--- src/rtl/mem_write_monitor_pkg.sv ---
// Shared types for the data-memory write monitor: mode codes, FSM states and
// the expected-write table entry.
package mem_write_monitor_pkg;

    // Table entries store addresses and data up to these widths.
    localparam int unsigned ENTRY_AW = 32;
    localparam int unsigned ENTRY_DW = 32;

    localparam logic [1:0] MODE_ORDERED = 2'd0;
    localparam logic [1:0] MODE_STRICT  = 2'd1;
    localparam logic [1:0] MODE_ANY     = 2'd2;

    typedef enum logic [1:0] {
        ST_IDLE = 2'd0,
        ST_RUN  = 2'd1,
        ST_PASS = 2'd2,
        ST_FAIL = 2'd3
    } state_e;

    typedef struct packed {
        logic [ENTRY_AW-1:0] addr;
        logic [ENTRY_DW-1:0] data;
        logic                addr_care;
    } entry_t;

endpackage

--- src/rtl/monitor_exp_table.sv ---
// Expected-write register file: one synchronous write port, one asynchronous
// read port, no reset so contents survive a monitor reset.
module monitor_exp_table
    import mem_write_monitor_pkg::*;
#(
    parameter  int unsigned DEPTH = 8,
    localparam int unsigned IW    = $clog2(DEPTH)
) (
    input  logic          ph2,
    input  logic          we,
    input  logic [IW-1:0] wr_idx,
    input  entry_t        wr_entry,
    input  logic [IW-1:0] rd_idx,
    output entry_t        rd_entry_c
);

    entry_t mem_q [DEPTH];

    always_ff @(posedge ph2) begin
        if (we) begin
            mem_q[wr_idx] <= wr_entry;
        end
    end

    assign rd_entry_c = mem_q[rd_idx];

endmodule

--- src/rtl/mem_write_monitor.sv ---
// Self-check monitor for the core's data-memory write port: compares observed
// writes against a programmed table and reports a pass/fail verdict.
module mem_write_monitor
    import mem_write_monitor_pkg::*;
#(
    parameter  int unsigned AW    = 32,
    parameter  int unsigned DW    = 32,
    parameter  int unsigned DEPTH = 8,
    parameter  int unsigned CW    = 32,
    parameter  int unsigned MW    = 8,
    localparam int unsigned IW    = $clog2(DEPTH)
) (
    input  logic          ph2,
    input  logic          reset,
    input  logic          start,
    input  logic [1:0]    mode,
    input  logic [IW:0]   num_exp,
    input  logic [CW-1:0] timeout_cycles,
    input  logic          cfg_we,
    input  logic [IW-1:0] cfg_idx,
    input  logic [AW-1:0] cfg_addr,
    input  logic [DW-1:0] cfg_data,
    input  logic          cfg_addr_care,
    input  logic          memwrite,
    input  logic [AW-1:0] dataadr,
    input  logic [DW-1:0] writedata,
    output logic          busy,
    output logic          done,
    output logic          pass,
    output logic [IW:0]   matched,
    output logic [MW-1:0] mismatches,
    output logic [CW-1:0] cycles,
    output logic [AW-1:0] bad_addr,
    output logic [DW-1:0] bad_data
);

    localparam logic [IW:0] DEPTH_L = (IW+1)'(DEPTH);

    state_e        state_q, state_d;
    logic [1:0]    mode_q, mode_d;
    logic [IW:0]   num_exp_q, num_exp_d;
    logic [CW-1:0] timeout_q, timeout_d;
    logic [IW:0]   matched_q, matched_d;
    logic [MW-1:0] mismatches_q, mismatches_d;
    logic [CW-1:0] cycles_q, cycles_d;
    logic [AW-1:0] bad_addr_q, bad_addr_d;
    logic [DW-1:0] bad_data_q, bad_data_d;
    logic          busy_q, busy_d;
    logic          done_q, done_d;
    logic          pass_q, pass_d;

    logic          tbl_we_c;
    logic [IW-1:0] rd_idx_c;
    entry_t        wr_entry_c;
    entry_t        rd_entry_c;
    logic          hit_c;

    assign wr_entry_c = '{addr:      ENTRY_AW'(cfg_addr),
                          data:      ENTRY_DW'(cfg_data),
                          addr_care: cfg_addr_care};

    // ANY always compares against entry 0; other modes walk the table in order.
    assign rd_idx_c = (mode_q == MODE_ANY) ? '0 : matched_q[IW-1:0];

    assign hit_c = (writedata == DW'(rd_entry_c.data)) &&
                   (!rd_entry_c.addr_care || (dataadr == AW'(rd_entry_c.addr)));

    monitor_exp_table #(
        .DEPTH (DEPTH)
    ) u_table (
        .ph2        (ph2),
        .we         (tbl_we_c),
        .wr_idx     (cfg_idx),
        .wr_entry   (wr_entry_c),
        .rd_idx     (rd_idx_c),
        .rd_entry_c (rd_entry_c)
    );

    always_ff @(posedge ph2 or posedge reset) begin
        if (reset) begin
            state_q      <= ST_IDLE;
            mode_q       <= MODE_ORDERED;
            num_exp_q    <= '0;
            timeout_q    <= '0;
            matched_q    <= '0;
            mismatches_q <= '0;
            cycles_q     <= '0;
            bad_addr_q   <= '0;
            bad_data_q   <= '0;
            busy_q       <= 1'b0;
            done_q       <= 1'b0;
            pass_q       <= 1'b0;
        end else begin
            state_q      <= state_d;
            mode_q       <= mode_d;
            num_exp_q    <= num_exp_d;
            timeout_q    <= timeout_d;
            matched_q    <= matched_d;
            mismatches_q <= mismatches_d;
            cycles_q     <= cycles_d;
            bad_addr_q   <= bad_addr_d;
            bad_data_q   <= bad_data_d;
            busy_q       <= busy_d;
            done_q       <= done_d;
            pass_q       <= pass_d;
        end
    end

    always_comb begin
        state_d      = state_q;
        mode_d       = mode_q;
        num_exp_d    = num_exp_q;
        timeout_d    = timeout_q;
        matched_d    = matched_q;
        mismatches_d = mismatches_q;
        cycles_d     = cycles_q;
        bad_addr_d   = bad_addr_q;
        bad_data_d   = bad_data_q;
        tbl_we_c     = 1'b0;

        case (state_q)
            ST_IDLE, ST_PASS, ST_FAIL: begin
                tbl_we_c = cfg_we;
                if (start) begin
                    state_d      = ST_RUN;
                    mode_d       = mode;
                    num_exp_d    = (num_exp > DEPTH_L) ? DEPTH_L : num_exp;
                    timeout_d    = timeout_cycles;
                    matched_d    = '0;
                    mismatches_d = '0;
                    cycles_d     = '0;
                    bad_addr_d   = '0;
                    bad_data_d   = '0;
                end
            end
            ST_RUN: begin
                if (num_exp_q == '0) begin
                    state_d = ST_PASS;
                end else if (memwrite) begin
                    if (hit_c) begin
                        if (mode_q == MODE_ANY) begin
                            matched_d = (IW+1)'(1);
                            state_d   = ST_PASS;
                        end else begin
                            matched_d = matched_q + (IW+1)'(1);
                            if (matched_d == num_exp_q) begin
                                state_d = ST_PASS;
                            end
                        end
                    end else begin
                        if (mismatches_q != '1) begin
                            mismatches_d = mismatches_q + MW'(1);
                        end
                        bad_addr_d = dataadr;
                        bad_data_d = writedata;
                        if (mode_q == MODE_STRICT) begin
                            state_d = ST_FAIL;
                        end
                    end
                end
                // Timeout only applies when the compare did not already end the
                // session, so a completing hit on the same edge wins.
                if (state_d == ST_RUN) begin
                    if ((timeout_q != '0) && (cycles_q == timeout_q - CW'(1))) begin
                        state_d = ST_FAIL;
                    end else if (cycles_q != '1) begin
                        cycles_d = cycles_q + CW'(1);
                    end
                end
            end
            default: state_d = ST_IDLE;
        endcase

        busy_d = (state_d == ST_RUN);
        done_d = (state_d == ST_PASS) || (state_d == ST_FAIL);
        pass_d = (state_d == ST_PASS);
    end

    assign busy       = busy_q;
    assign done       = done_q;
    assign pass       = pass_q;
    assign matched    = matched_q;
    assign mismatches = mismatches_q;
    assign cycles     = cycles_q;
    assign bad_addr   = bad_addr_q;
    assign bad_data   = bad_data_q;

endmodule

--- config.mk ---
export PLATFORM = sky130hd
export DESIGN_NAME = mem_write_monitor
export DESIGN_NICKNAME = d
export VERILOG_FILES = /design/src/rtl/mem_write_monitor_pkg.sv /design/src/rtl/monitor_exp_table.sv /design/src/rtl/mem_write_monitor.sv
export SDC_FILE = /design/constraint.sdc
export NUM_CORES = 1
export LEC_CHECK = 0
export CORE_MARGIN = 3
export CORE_UTILIZATION = 25
export CTS_CLUSTER_SIZE = 10
export DETAILED_ROUTE_END_ITERATION = 6
export HOLD_SLACK_MARGIN = 0.05
export PLACE_DENSITY = 0.5
export SETUP_SLACK_MARGIN = 0.5
export SYNTH_ARGS = -nofsm -noshare
export SYNTH_HDL_FRONTEND = slang
export SYNTH_SLANG_ARGS = --single-unit
--- constraint.sdc ---
create_clock -name ph2 -period 8.2 [get_ports ph2]
set_input_delay 1.23 -clock ph2 [delete_from_list [all_inputs] [get_ports ph2]]
set_output_delay 1.23 -clock ph2 [all_outputs]
set_load 0.02 [all_outputs]
==> results of run 1 <==
==> layer usage <==
layer	up-vias	global-route usage [%]	part of all wire (%)
met3	143	3.68	7.9
met5	-	0	0.10
met2	841	25.4	44
li1	9527	-	-
met1	10700	24.4	46
met4	18	4.07	2.1
==> report_power, final <==
group / switching (mW) / internal [mW]
combinational: 1.62 / 0.917
sequential: 0.279 / 4.00
clock: 1.42 / 1.95
==> area by class of cell <==
| class | count | area [um^2] | area share [%] |
|---|---|---|---|
| Tap cell | 1524 | 1910 | 5.19 |
| Clock inverter | 11 | 173 | 0.470 |
| Sequential cell | 671 | 19400 | 52.8 |
| Antenna cell | 14 | 35.0 | 0.0954 |
| Clock buffer | 128 | 2250 | 6.14 |
| Multi-Input combinational cell | 1440 | 9290 | 25.3 |
| Inverter | 106 | 403 | 1.10 |
| Timing Repair Buffer | 338 | 3260 | 8.89 |
==> kinds of logic (layout without fill, tap and decap cells) <==
group / after synthesis / in the layout
mux: 107 / 107
compound gates: 524 / 524
fa+ha+maj: 4 / 4
buf+inv: 260 / 583
xor+xnor: 93 / 93
flops: 671 / 671
other cells: 0 / 14
simple gates: 712 / 712
==> per-stage QoR <==
stage | instance area, um^2 | power, mW
after global routing | 36700 | 10.6
after floorplan | 29700 | 5.81
after global placement | 34300 | 6.87
after detailed placement | 34300 | 6.88
after CTS | 36700 | 10.3
final | 36700 | 10.2
==> Yosys cell counts, drive strengths merged (16+ instances only) <==
cell type	n	area, um^2
and2	16	100
nand2b	16	100
inv	106	398
mux2	34	383
dfrtp	151	3780
edfxtp	520	15600
o221ai	21	184
a222oi	18	180
nor4	23	144
nand3	136	681
a21o	19	143
a221oi	33	289
nor3	34	175
o211ai	20	150
nand4	26	163
clkbuf	68	255
buf	86	484
xnor2	83	727
nand2	251	942
nor2	119	449
and3	23	144
a2bb2oi	21	184
o22ai	21	131
mux2i	70	701
o21ai	107	536
a31oi	34	213
a21oi	85	429
==> sequential cells by signal, summed over array words and instances, names as in the netlist <==
| name | count |
|---|---|
| mismatches | 8 |
| busy | 1 |
| num_exp_q | 4 |
| u_table.mem_q | 520 |
| state_q | 2 |
| mode_q | 2 |
| cycles | 32 |
| pass | 1 |
| matched | 4 |
| timeout_q | 32 |
| bad_data | 32 |
| done | 1 |
| bad_addr | 32 |
==> worst max-delay path: cells and delay by family (launching register included) <==
family / cells / cell delay (ps)
AND/OR/NAND/NOR: 5 / 1620
flip-flops: 1 / 650
AO/OA/AOI/OAI: 6 / 1680
buffers and inverters: 3 / 1730
==> final timing paths <==
kind                                 end  slack (ps)
setup / recovery             bad_addr[2]        2320
hold / removal              bad_data[25]         500
setup reg to reg             bad_addr[2]        2320
hold reg to reg             bad_data[25]         500
max in group asynchronous  mismatches[1]        5650
min in group asynchronous   timeout_q[5]        1150
==> results.cfg, run 1 <==
[clock_network]
cts.sinks = 671
clk_path_buf_depth = 3
post_cts_resized = 0
cts_tree = yes
cts-htree-levels = 3
cts_buffers = 80
cts-root-buf = clkbuf_16
cts_setup_buffers = 0
insertion_delay_ps = 650
cts_hold_buf = 0
path_clk_slew_ps = 60

[worst_setup_path]
end_kind = register
slowest_stage = a21o_4
reg2reg_from = matched[2]
critPathArrivalTime_ps = 6430
cpPeakStageDelay_ps = 730
worst_ep_required_time_ps = 8750
path_cells = buf_4, buf_4, nor3b_1, a2111oi_0, o211ai_1, o31ai_1, o2111ai_1, or4_1, nor4_1, and3_1, a21o_4, buf_4, nand3_1, o21ai_0
startpoint = matched[2]
cpMostUsedCell = buf_4
cp-start-kind = register
path_max_fanout = 84
worstRegToRegCells = 14
crit_type = reg2reg

[detailed_routing]
num_vias = 21300
firstDrtPassIters = 7
ant_nets = 0
drcViolationCount = 7
routed_wl_mm = 106
drt_iter0_drc = 2210
drt-wirelength-per-cell_um = 25.2
drt-vias-per-instance = 5.02

[timing]
rsz0062_at_grt = no
fin_crit_sh_pct = 71.7
hold_viol = 0
max-slew-margin-rel_pct = 16.0
setup_tns_ps = 0
whs_ps = 499
period_needed_ps = 5880
max_freq_mhz = 170
drv_slew = 0
fin_ws_ps = 2320
finalSetupViolCount = 0
finClkSkew_ps = 32.2
worst_pin_slew_ps = 1250

[floorplan]
start_util_pct = 25.4
die_area_um2 = 123000
num_io_pins = 286
num_rows = 125
die_h_um = 351
coreArea_um2 = 117000
die_w_um = 351

[global_routing]
grt-ovfl-total = 0
grt_pass1_wl_mm = 151
track_usage_pct = 16.8
antenna_found_initial = 27
grt_pass1_vias = 20400
grt_max_degree = 92

[finish]
fill_cells = 11800
final_common_cell = edfxtp_1
fin_cells = 4232
final_core_util_pct = 31.4
layout.nets = 2816
area_delta_synth_final_pct = 23.6
drive_gt1_share_pct = 8.31
final_cell_mix = edfxtp_1, clkdlybuf4s50_1, nand2_1

[yosys]
synth_mux_area_share_pct = 3.87
async_flop_share_pct = 22.5
syn_nets = 2550
synth_ff_type = edfxtp_1
syn_area_per_cell_um2 = 12.5
yosysWarnings = 0
syn-instance-count = 2371
netlist_area_um2 = 29700
ys_ff_latch = 671
synth_top_family_by_area = compound AO/OA/AOI/OAI gates
synth_cell_type_count = 84
synth_adder_area_share_pct = 0.168
yosys.area_share.simple_pct = 11.5
synth_compound_area_share_pct = 12.6
ys_seq_area_share_pct = 65.3
synth_edf_count = 520
synthXorXnorAreaFrac_pct = 2.74

[min_path]
hp-start = bad_data[25]
hold_path_depth = 2
hold_class = reg2reg

[place]
pre_cts_slack_ps = 2300
gp_congestion = 0.898
portBuffers = 285
dp_hpwl_mm = 70.9
dp_cells = 4079

[power_and_ir_drop]
powerDensity_nw_per_um2 = 277
p_leak_nw = 12.6
peakVddDrop_mv = 0.173

[run]
cap_violations = 0

[run_status]
violations = design-rule violations
outcome = finished, violations left
No activity file was read; power rests on OpenSTA's default activity.
==> inputs of run 2 (changes only) <==
==> constraint.sdc (replaced) <==
create_clock -name ph2 -period 6 [get_ports ph2]
set_input_delay 0.9 -clock ph2 [delete_from_list [all_inputs] [get_ports ph2]]
set_output_delay 0.9 -clock ph2 [all_outputs]
set_load 0.02 [all_outputs]
==> results.cfg, run 2 (same netlist as run 1, synthesis figures left out) <==
[timing]
max_freq_mhz = 192
whs_ps = 495
fin_crit_sh_pct = 86.8
rsz0062_at_grt = no
max-slew-margin-rel_pct = 24.0
hold_viol = 0
setup_tns_ps = 0
finalSetupViolCount = 0
drv_slew = 0
finClkSkew_ps = 33.9
worst_pin_slew_ps = 1130
period_needed_ps = 5210

[worst_setup_path]
worstRegToRegCells = 14
end_kind = register
path_depth = 14
cp_top_family = simple AND/OR/NAND/NOR gates
slowest_stage = dfrtp_4
endpoint = cycles[8]
reg2reg_from = matched[2]
crit_type = reg2reg
cp-start-kind = register
rrSetupSlack_ps = 790
cpPeakStageDelay_ps = 600
path_max_fanout = 36
reg2reg_to = cycles[8]
startpoint = matched[2]
path_cells = buf_4, buf_4, mux2_2, a21oi_1, o221ai_1, o21ai_0, xnor2_1, nor4_1, nand4_1, o31ai_4, a211oi_2, or3_4, or4_1, a21oi_1
worst_ep_required_time_ps = 6560
path_buf_inv = 2
critPathArrivalTime_ps = 5770

[global_routing]
antenna_found_initial = 22
grt_max_degree = 77
grt_pass1_vias = 20700
grt_pass1_wl_mm = 153
grt-ovfl-total = 0
track_usage_pct = 17.1

[min_path]
hold_class = reg2reg
hp-start = bad_data[13]

[detailed_routing]
drt_iter0_drc = 2146
drt-vias-per-instance = 5.05
ant_nets = 0
num_vias = 21500
firstDrtPassIters = 5
routed_wl_mm = 108
drt-wirelength-per-cell_um = 25.3
drcViolationCount = 0

[power_and_ir_drop]
p_leak_nw = 12.7
p_clk_share_pct = 32.9
powerDensity_nw_per_um2 = 378
peakVddDrop_mv = 0.231
p_sw_mw = 4.63
internal_power_mw = 9.34
p_seq_share_pct = 41.6
pwr-share-comb_pct = 25.5
totalPowerFinal_mw = 14.0
p_sw_share_pct = 33.1

[place]
dp_cells = 4098
portBuffers = 285
gp_congestion = 0.857
dp_hpwl_mm = 73.2

[clock_network]
cts.sinks = 671
cts_hold_buf = 0
clk_path_buf_depth = 3
insertion_delay_ps = 660
cts_setup_buffers = 0
cts-root-buf = clkbuf_16
cts_buffers = 80
cts_tree = yes
path_clk_slew_ps = 60
cts-htree-levels = 3

[run]
cap_violations = 0

[floorplan]
num_rows = 125
die_w_um = 351
coreArea_um2 = 117000
die_area_um2 = 123000
die_h_um = 351
num_io_pins = 286
start_util_pct = 25.4

[finish]
largest_reg_flops = 520
regMostFlops = u_table.mem_q
fin_cells = 4254
layout.nets = 2835
final_common_cell = edfxtp_1
drive_gt1_share_pct = 9.00
final_cell_mix = edfxtp_1, clkdlybuf4s50_1, nand2_1
area_delta_synth_final_pct = 24.4

[run_status]
outcome = complete, no violations
==> run 2: area by class of cell <==
class                           count  area [um^2]
Clock inverter                     11          153
Tap cell                         1524         1910
Sequential cell                   671        19400
Timing Repair Buffer              357         3480
Antenna cell                        9         22.5
Inverter                          106          405
Multi-Input combinational cell   1440         9310
Fill cell                       11700        80000
Clock buffer                      136         2270
==> run 2: metrics by stage <==
step	util [%]	cell area (um^2)	worst slack, ps
floorplan	-	29700	1040
global placement	29.5	34500	611
detailed placement	29.5	34500	569
CTS	31.6	36900	525
global route	31.6	36900	510
finish	31.6	37000	794
==> run 2: worst register-to-register path, delay by kind of cell (launching register included) <==
kind / cells / cell delay [ps]
buffers and inverters: 2 / 990
AOI/OAI and AO/OA: 6 / 1160
and+or+nand+nor: 4 / 1830
DFF: 1 / 600
muxes: 1 / 430
xor gates and xnor gates: 1 / 110
==> run 2: worst min path at each step <==
stage               depth (start not counted)            to  slack [ps]
floorplan                                   2  timeout_q[5]         470
global placement                            2  bad_addr[20]         480
detailed placement                          2  bad_addr[20]         490
CTS                                         2  bad_addr[20]         500
global route                                2  bad_data[15]         520
finish                                      2  bad_data[13]         500
==> run 2: power groups by stage <==
stage,registers (mW),clock network (mW),logic (mW)
6_report,5.81,4.60,3.56
3_3_place_gp,5.89,0,3.55
5_1_grt,5.87,4.87,3.86
3_5_place_dp,5.90,0,3.58
4_1_cts,5.81,4.70,3.59
2_1_floorplan,5.99,0,1.94
==> run 2: metal layers <==
metal / wire, um / GRT usage (%) / vias up
met1: 49000 / 24.3 / 10900
met3: 9060 / 4.50 / 149
met2: 47900 / 26.3 / 825
met5: 131 / 0 / -
li1: - / - / 9589
met4: 1810 / 3.32 / 22
==> run 2: what timing repair did <==
action | CTS | global route
resized for setup | 0 | 3
setup endpoints to repair | 0 | 24
endpoints found under the hold margin | 0 | 0
==> inputs of run 3 (changes only) <==
--- a/config.mk
+++ b/config.mk
@@ -6,11 +6,11 @@
 export NUM_CORES = 1
 export LEC_CHECK = 0
 export CORE_MARGIN = 3
-export CORE_UTILIZATION = 25
+export CORE_UTILIZATION = 35
 export CTS_CLUSTER_SIZE = 10
 export DETAILED_ROUTE_END_ITERATION = 6
 export HOLD_SLACK_MARGIN = 0.05
-export PLACE_DENSITY = 0.5
+export PLACE_DENSITY = 0.62
 export SETUP_SLACK_MARGIN = 0.5
 export SYNTH_ARGS = -nofsm -noshare
 export SYNTH_HDL_FRONTEND = slang
==> results.cfg, run 3 (same netlist as run 1, synthesis figures left out) <==
[place]
dp_hpwl_mm = 65.4
pre_cts_slack_ps = 566
gp_congestion = 0.909
dp_cells = 3703
placed_area_um2 = 33900
portBuffers = 285

[worst_setup_path]
cp-start-kind = register
worstRegToRegCells = 13
crit_type = reg2reg
critPathArrivalTime_ps = 5860
worst_ep_required_time_ps = 6540
path_max_fanout = 50
end_kind = register

[finish]
drive_gt1_share_pct = 8.77
multi_input_area_um2 = 9310
fin_cells = 3855
fill_cells = 7659
regMostFlops = u_table.mem_q
area_delta_synth_final_pct = 22.4
final_cell_mix = edfxtp_1, clkdlybuf4s50_1, nand2_1
largest_reg_flops = 520
layout.nets = 2830
final_common_cell = edfxtp_1
final_core_util_pct = 43.4
stdcell_area_um2 = 36400
register_area_um2 = 19400

[detailed_routing]
drcViolationCount = 8
num_vias = 21700
routed_wl_mm = 97.8
drt-vias-per-instance = 5.64
ant_nets = 0
drt-wirelength-per-cell_um = 25.4
drt_iter0_drc = 2280
firstDrtPassIters = 7

[run_status]
outcome = finished, violations left
violations = design-rule violations

[floorplan]
die_h_um = 297
num_io_pins = 286
coreArea_um2 = 83800
start_util_pct = 35.4
die_area_um2 = 88400
num_rows = 106
die_w_um = 297

[clock_network]
clk_path_buf_depth = 3
cts_tree = yes
cts-root-buf = clkbuf_16
cts_buffers = 80
cts-htree-levels = 3
cts_hold_buf = 0
cts.sinks = 671
insertion_delay_ps = 640
path_clk_slew_ps = 60

[timing]
hold_viol = 0
drv_slew = 0
finClkSkew_ps = 31.6
finalSetupViolCount = 0
period_needed_ps = 5320
fin_ws_ps = 685
max_freq_mhz = 188
setup_tns_ps = 0
rsz0062_at_grt = no
worst_pin_slew_ps = 1180
max-slew-margin-rel_pct = 21.0
fin_crit_sh_pct = 88.6

[min_path]
hold_path_depth = 2
hold_class = reg2reg

[global_routing]
grt_max_degree = 90
grt-ovfl-total = 0
grt_pass1_wl_mm = 143
grt_pass1_vias = 21200
antenna_found_initial = 16
track_usage_pct = 21.5

[run]
cap_violations = 0

[power_and_ir_drop]
powerDensity_nw_per_um2 = 381
peakVddDrop_mv = 0.198
p_leak_nw = 12.7
-- run 3: cell count changes in the layout (fill, tap and decap cells not counted), moves of 2 or more --
cell      delta
buf_12       -4
clkbuf_1     -3
diode_2      -3
inv_6        +2
-- run 3: cell type report --
| type | instances | area share (%) |
|---|---|---|
| sequential | 671 | 53.4 |
| multi-input combinational | 1440 | 25.6 |
| timing repair buffer | 352 | 9.33 |
| clock buffer | 132 | 6.15 |
| tap | 1134 | 3.90 |
| inverter | 106 | 1.11 |
| clock inverter | 14 | 0.526 |
| antenna | 6 | 0.0413 |
-- run 3: report_power, final --
group	internal (mW)	switching (mW)
combinational	1.28	2.22
clock	2.61	1.92
sequential	5.46	0.350
-- run 3: metal layers --
| metal | vias up | routed length, um | global-route usage (%) |
|---|---|---|---|
| met4 | 16 | 2990 | 6.88 |
| li1 | 9568 | - | - |
| met2 | 1113 | 45300 | 34.6 |
| met5 | - | 103 | 0 |
| met3 | 191 | 9250 | 5.36 |
| met1 | 10800 | 40200 | 28.5 |
-- run 3: final timing paths --
kind | slack, ps | end | from
hold / removal | 500 | bad_addr[7] | bad_addr[7]
hold reg to reg | 500 | bad_addr[7] | bad_addr[7]
setup / recovery | 680 | cycles[8] | mode_q[0]
setup reg to reg | 680 | cycles[8] | mode_q[0]
max in group asynchronous | 4050 | bad_addr[13] | reset
min in group asynchronous | 790 | bad_data[19] | reset
-- run 3: worst max-delay path: stages, from the launching register on --
cell	delay (ps)
dfrtp_1	440
nand2b_4	520
a21oi_2	540
buf_12	250
a222oi_1	120
o22ai_1	370
xnor2_1	110
nor4_1	670
nand4_1	420
o31ai_4	390
a211oi_2	210
or3_4	490
or4_1	500
a21oi_1	160
-- run 3: stage by stage --
step	hold slack (ps)	power, mW
6_report	503	13.8
5_1_grt	531	14.4
4_1_cts	505	13.9
3_5_place_dp	492	9.38
3_3_place_gp	484	9.28
2_1_floorplan	469	7.93
-- run 3: repair_timing --
| item | 4_1_cts | 5_1_grt |
|---|---|---|
| resized for setup | 0 | 1 |
| setup buffers | 0 | 0 |
| endpoints found under the setup margin | 0 | 8 |
